## src/rtl/obf_corruption_monitor.sv

```systemverilog
// Corruption monitor for the XOR-key-locked ripple-carry adder: per-sample
// golden comparison plus per-key-epoch statistics reported over valid/ready.
module obf_corruption_monitor #(
  parameter int WIDTH = 16,
  parameter int KEY_W = 32,
  parameter int CNT_W = 16,
  parameter int HD_W  = 24
) (
  input  logic                         clk_i,
  input  logic                         rst_ni,
  input  logic                         sample_valid_i,
  output logic                         sample_ready_o,
  input  logic [WIDTH-1:0]             add1_i,
  input  logic [WIDTH-1:0]             add2_i,
  input  logic [WIDTH:0]               result_i,
  input  logic [KEY_W-1:0]             key_i,
  input  logic                         epoch_close_i,
  output logic                         chk_valid_o,
  output logic                         chk_mismatch_o,
  output logic [$clog2(WIDTH+2)-1:0]   chk_hd_o,
  output logic                         report_valid_o,
  input  logic                         report_ready_i,
  output logic [KEY_W-1:0]             report_key_o,
  output logic [CNT_W-1:0]             report_samples_o,
  output logic [CNT_W-1:0]             report_mismatch_o,
  output logic [HD_W-1:0]              report_hd_o
);

  localparam int HD_CW = $clog2(WIDTH+2);

  typedef enum logic [1:0] {IDLE, ACCUM, DRAIN, REPORT} state_t;

  state_t             state_q, state_d;
  logic [KEY_W-1:0]   epoch_key_q;
  logic               s1_valid_q;
  logic [WIDTH:0]     s1_result_q;
  logic [WIDTH:0]     s1_golden_q;
  logic [CNT_W-1:0]   cnt_samples_q;
  logic [CNT_W-1:0]   cnt_mismatch_q;
  logic [HD_W-1:0]    hd_sum_q;

  logic               accept;
  logic               key_differs;
  logic               pipe_empty;
  logic               report_load;
  logic               epoch_done;
  logic [WIDTH:0]     s1_diff;
  logic               s1_mismatch;
  logic [HD_CW-1:0]   s1_hd;
  logic [HD_W:0]      hd_sum_ext;

  assign accept      = sample_valid_i && sample_ready_o;
  assign key_differs = key_i != epoch_key_q;
  assign pipe_empty  = !s1_valid_q && !chk_valid_o;
  assign report_load = (state_q == DRAIN) && pipe_empty;
  assign epoch_done  = (state_q == REPORT) && report_ready_i;

  assign s1_diff     = s1_result_q ^ s1_golden_q;
  assign s1_mismatch = |s1_diff;
  assign s1_hd       = HD_CW'($countones(s1_diff));
  // One extra bit catches the carry out so the accumulator can clamp.
  assign hd_sum_ext  = {1'b0, hd_sum_q} + {{(HD_W+1-HD_CW){1'b0}}, s1_hd};

  // NOTE: sequential state uses non-blocking assignments so every register
  // samples pre-edge values, independent of block ordering.
  always_ff @(posedge clk_i or negedge rst_ni) begin
    if (!rst_ni) state_q <= IDLE;
    else         state_q <= state_d;
  end

  // NOTE: state_d gets a default first so no path through the case infers a latch.
  always_comb begin
    state_d = state_q;
    unique case (state_q)
      IDLE:   if (accept) state_d = ACCUM;
      ACCUM:  if (epoch_close_i || (sample_valid_i && key_differs)) state_d = DRAIN;
      DRAIN:  if (pipe_empty) state_d = REPORT;
      REPORT: if (report_ready_i) state_d = IDLE;
      default: state_d = IDLE;
    endcase
  end

  always_comb begin
    sample_ready_o = 1'b0;
    unique case (state_q)
      IDLE:    sample_ready_o = 1'b1;
      ACCUM:   sample_ready_o = !(sample_valid_i && key_differs) && !epoch_close_i;
      default: sample_ready_o = 1'b0;
    endcase
  end

  always_ff @(posedge clk_i or negedge rst_ni) begin
    if (!rst_ni)                          epoch_key_q <= '0;
    else if (state_q == IDLE && accept)   epoch_key_q <= key_i;
  end

  // Stage 1 captures the locked result next to its golden sum (carry kept).
  always_ff @(posedge clk_i or negedge rst_ni) begin
    if (!rst_ni) begin
      s1_valid_q  <= 1'b0;
      s1_result_q <= '0;
      s1_golden_q <= '0;
    end else begin
      s1_valid_q <= accept;
      if (accept) begin
        s1_result_q <= result_i;
        s1_golden_q <= {1'b0, add1_i} + {1'b0, add2_i};
      end
    end
  end

  always_ff @(posedge clk_i or negedge rst_ni) begin
    if (!rst_ni) begin
      chk_valid_o    <= 1'b0;
      chk_mismatch_o <= 1'b0;
      chk_hd_o       <= '0;
    end else begin
      chk_valid_o    <= s1_valid_q;
      chk_mismatch_o <= s1_valid_q && s1_mismatch;
      chk_hd_o       <= s1_valid_q ? s1_hd : '0;
    end
  end

  // Counters clamp at all-ones; each one freezes independently.
  always_ff @(posedge clk_i or negedge rst_ni) begin
    if (!rst_ni) begin
      cnt_samples_q  <= '0;
      cnt_mismatch_q <= '0;
      hd_sum_q       <= '0;
    end else if (epoch_done) begin
      cnt_samples_q  <= '0;
      cnt_mismatch_q <= '0;
      hd_sum_q       <= '0;
    end else if (s1_valid_q) begin
      if (cnt_samples_q != '1)                 cnt_samples_q  <= cnt_samples_q + CNT_W'(1);
      if (s1_mismatch && cnt_mismatch_q != '1) cnt_mismatch_q <= cnt_mismatch_q + CNT_W'(1);
      hd_sum_q <= hd_sum_ext[HD_W] ? '1 : hd_sum_ext[HD_W-1:0];
    end
  end

  always_ff @(posedge clk_i or negedge rst_ni) begin
    if (!rst_ni) begin
      report_valid_o    <= 1'b0;
      report_key_o      <= '0;
      report_samples_o  <= '0;
      report_mismatch_o <= '0;
      report_hd_o       <= '0;
    end else if (report_load) begin
      report_valid_o    <= 1'b1;
      report_key_o      <= epoch_key_q;
      report_samples_o  <= cnt_samples_q;
      report_mismatch_o <= cnt_mismatch_q;
      report_hd_o       <= hd_sum_q;
    end else if (epoch_done) begin
      report_valid_o    <= 1'b0;
    end
  end

endmodule

```

## config.mk

```make
export PLATFORM = sky130hd
export DESIGN_NAME = obf_corruption_monitor
export DESIGN_NICKNAME = d
export VERILOG_FILES = /design/src/rtl/obf_corruption_monitor.sv
export SDC_FILE = /design/constraint.sdc
export NUM_CORES = 1
export LEC_CHECK = 0
export ABC_AREA = 1
export BUFFER_PORTS_ARGS = -buffer_cell sky130_fd_sc_hd__clkbuf_2
export CORE_MARGIN = 10
export CORE_UTILIZATION = 62
export DETAILED_ROUTE_END_ITERATION = 6
export PLACE_DENSITY = 0.85
export SLEW_MARGIN = 20
export SYNTH_ARGS = -nofsm -noshare
export SYNTH_HDL_FRONTEND = slang
export SYNTH_SLANG_ARGS = --single-unit
```

## constraint.sdc

```tcl
create_clock -name clk_i -period 8.4 [get_ports clk_i]
set_input_delay 0 -clock clk_i [delete_from_list [all_inputs] [get_ports clk_i]]
set_output_delay 0 -clock clk_i [all_outputs]
set_load 0.02 [all_outputs]
```

==> flow_summary_export.csv <==
group,metric,value,unit
critical_path,r2r-end,"hd_sum_q[2]",
placement,finalWeightedCongestion,0.950,
layout,final_common_cell,"nand2_1",
die,io_pins,183,
synth,synth_top_area_share,47.3,%
placement,placed_area,12700,sq um
synth,synth-edff-count,0,
sta,drv_slew,0,
global_routing,grt_max_degree,86,
global_routing,grt_overflow,0,
synth,yosys_warnings,0,
die,core,18600,sq um
flow_run,drv_cap,0,
die,die_w,157,microns
synth,yosysTopAreaCell,"dfrtp_1",
synth,synth.avg_cell_area,8.57,sq um
critical_path,ff2ff_path_depth,21,
placement,port_buffers,182,
outcome,status,"finished, final reports clean",
sta,finalSetupViolations,0,
placement,dpl.hpwl,21000,microns
global_routing,antenna_found_initial,0,
synth,async_reset_ff_share,100,%
layout,layout-drive-gt1-share,18.9,%
layout,area_growth,21.3,%
global_routing,grt_pass1_vias,10334,
min_path,hold_path_class,"in2reg",
critical_path,path_class,"reg2reg",
critical_path,cp-start-kind,"flip-flop",
sta,fmaxAchievable,178,MHz
cts,clk_latency,0.52,ns
route,vias,10280,
die,fp.dieH,157,microns
layout,stdcell_area,14200,sq um
cts,postCtsResizedCells,0,
synth,syn-num-nets,1494,
layout,final_nets,1719,
critical_path,required,8.76,ns
synth,ys_ff_latch,221,
route,routed_wl,32000,microns
placement,dp_cells,1741,
die,num_rows,50,
synth,syn_area,11700,sq um
route,wl_per_cell,17.4,microns
sta,hold_violations,0,
synth,synth_cell_types,38,
critical_path,worst_r2r_startpoint,"s1_golden_q[0]",
critical_path,end_kind,"flip-flop",
sta,worst_slew_pin_slew,0.898,ns
route,dr.pass1.iters,5,
synth,netlist_instances,1363,
route,initialDrtViolationCount,631,
sta,slew_headroom,40.1,%
die,die-area,24700,sq um
synth,synthFlopType,"dfrtp_1",
sta,clock_skew,0.0188,ns
layout,finalNonFillerCells,1840,
critical_path,worst-r2r-setup-slack,2.79,ns
sta,rsz0062_at_grt,"false",
critical_path,crit_end,"hd_sum_q[2]",
cts,root_buffer,"clkbuf_16",
cts,cts_tree,"done",
cts,cts_buffers,24,
cts,clkSinkCount,221,
route,viasPerCell,5.59,
cts,cts_htree_levels,1,
layout,antenna_cells,0,
die,initial_utilization,62.7,%
sta,fin_tns_setup,0,ns
route,detail-route-antenna-nets,0,
layout,final_cell_mix,"356 x nand2_1, 221 x dfrtp_1, 181 x clkbuf_2",
cts,clockBufferDepth,3,
cts,clkTransAtPathRegs,0.07,ns
global_routing,grt_use_total,25.6,%
route,drcViolationCount,0,
critical_path,arrival,5.97,ns
critical_path,critPathLaunch,"s1_golden_q[0]",
synth,yosys-top-cells-area,"dfrtp_1 47%, nand2_1 11%, o21ai_0 5.8%, nand3_1 4.4%, inv_1 4.4%",
sta,min_period,5.61,ns
sta,post-route-period-util,66.7,%
critical_path,path_max_fanout,17,
global_routing,grt_pass1_wl,51800,microns
synth,seq_area_frac_synth,47.3,%
==> cell usage after synthesis (22+ instances only) <==
| library cell | number |
|---|---|
| ha_1 | 32 |
| o21ai_0 | 136 |
| dfrtp_1 | 221 |
| inv_1 | 136 |
| xor2_1 | 40 |
| a21oi_1 | 36 |
| nor2_1 | 72 |
| nand4_1 | 22 |
| nand2_1 | 357 |
| nor3_1 | 23 |
| nand3_1 | 102 |
| xnor2_1 | 33 |
| mux2_2 | 41 |
==> worst max-delay path, stage by stage (launching register included) <==
cell and delay, ns:
dfrtp_1 0.40, xnor2_1 0.19, fa_1 0.55, inv_1 0.06, fa_1 0.51, fa_1 0.54
inv_1 0.05, fa_1 0.50, fa_1 0.42, inv_1 0.09, fa_1 0.48, fa_1 0.47
nand3_2 0.11, nand2_1 0.09, nand2_1 0.09, nand2_1 0.06, nand2_2 0.13, nor2_4 0.06
nand4_4 0.20, inv_1 0.17, o21ai_0 0.18, o21ai_0 0.10
==> registers in the layout, summed over array words and instances, names as in the netlist, 16 cells and up <==
name               cells
report_hd_o           24
cnt_mismatch_q        16
hd_sum_q              24
cnt_samples_q         16
epoch_key_q           32
s1_result_q           17
report_mismatch_o     16
report_samples_o      16
report_key_o          32
s1_golden_q           17
==> how the worst min path moves through the flow <==
stage / startpoint / end / slack, ns / cells past startpoint
final: add1_i[12] / s1_golden_q[12] / 0.01 / 5
after global placement: rst_ni / report_hd_o[15] / 0.03 / 1
after CTS: add1_i[12] / s1_golden_q[12] / 0.004 / 5
after global routing: report_ready_i / cnt_samples_q[3] / 0.05 / 5
after detailed placement: rst_ni / report_hd_o[15] / 0.03 / 1
after floorplan: rst_ni / chk_hd_o[0] / -0.30 / 0
==> routing by layer <==
layer | track usage, % | part of all wire (%)
met5 | 0 | 0
met4 | 9.22 | 3.0
met3 | 4.83 | 7.2
met2 | 43.6 | 49
met1 | 31.8 | 41
==> layout make-up <==
cell class              count  area (sq um)
flip-flops and latches    221          5530
well taps                 234           293
fillers                  1250          4470
inverters                 138           518
repair buffers            243          1520
clock buffers              30           674
multi-input cells         960          5420
clock inverters            14           219
==> what timing repair did <==
action                    4_1_cts  5_1_grt
hold buffers                   55        0
hold endpoints to repair      135        0
setup buffers                   0        0
==> logic make-up (layout without fill, tap and decap cells) <==
kind of cell / count (synthesis) / count (layout) / synth area share (%)
flip-flops: 221 / 221 / 47.3
AND/OR/NAND/NOR: 603 / 603 / 22.3
adder cells (fa/ha/maj): 45 / 45 / 5.65
multiplexers: 41 / 41 / 3.95
AO/OA/AOI/OAI: 198 / 198 / 8.97
XOR/XNOR: 73 / 73 / 5.47
buffers and inverters: 182 / 425 / 6.31
==> per-stage QoR <==
| stage | worst slack [ns] | utilization (%) | hold slack, ns |
|---|---|---|---|
| after global placement | 2.95 | 68.3 | 0.0297 |
| after floorplan | 3.31 | - | -0.296 |
| after CTS | 2.81 | 76.0 | 0.00359 |
| after detailed placement | 2.82 | 68.3 | 0.0270 |
| after global routing | 2.48 | 76.0 | 0.0506 |
| final | 2.79 | 76.0 | 0.0115 |
Power is not shown: default switching activity piles up to over one toggle a cycle in this logic, so the estimate is an artifact.
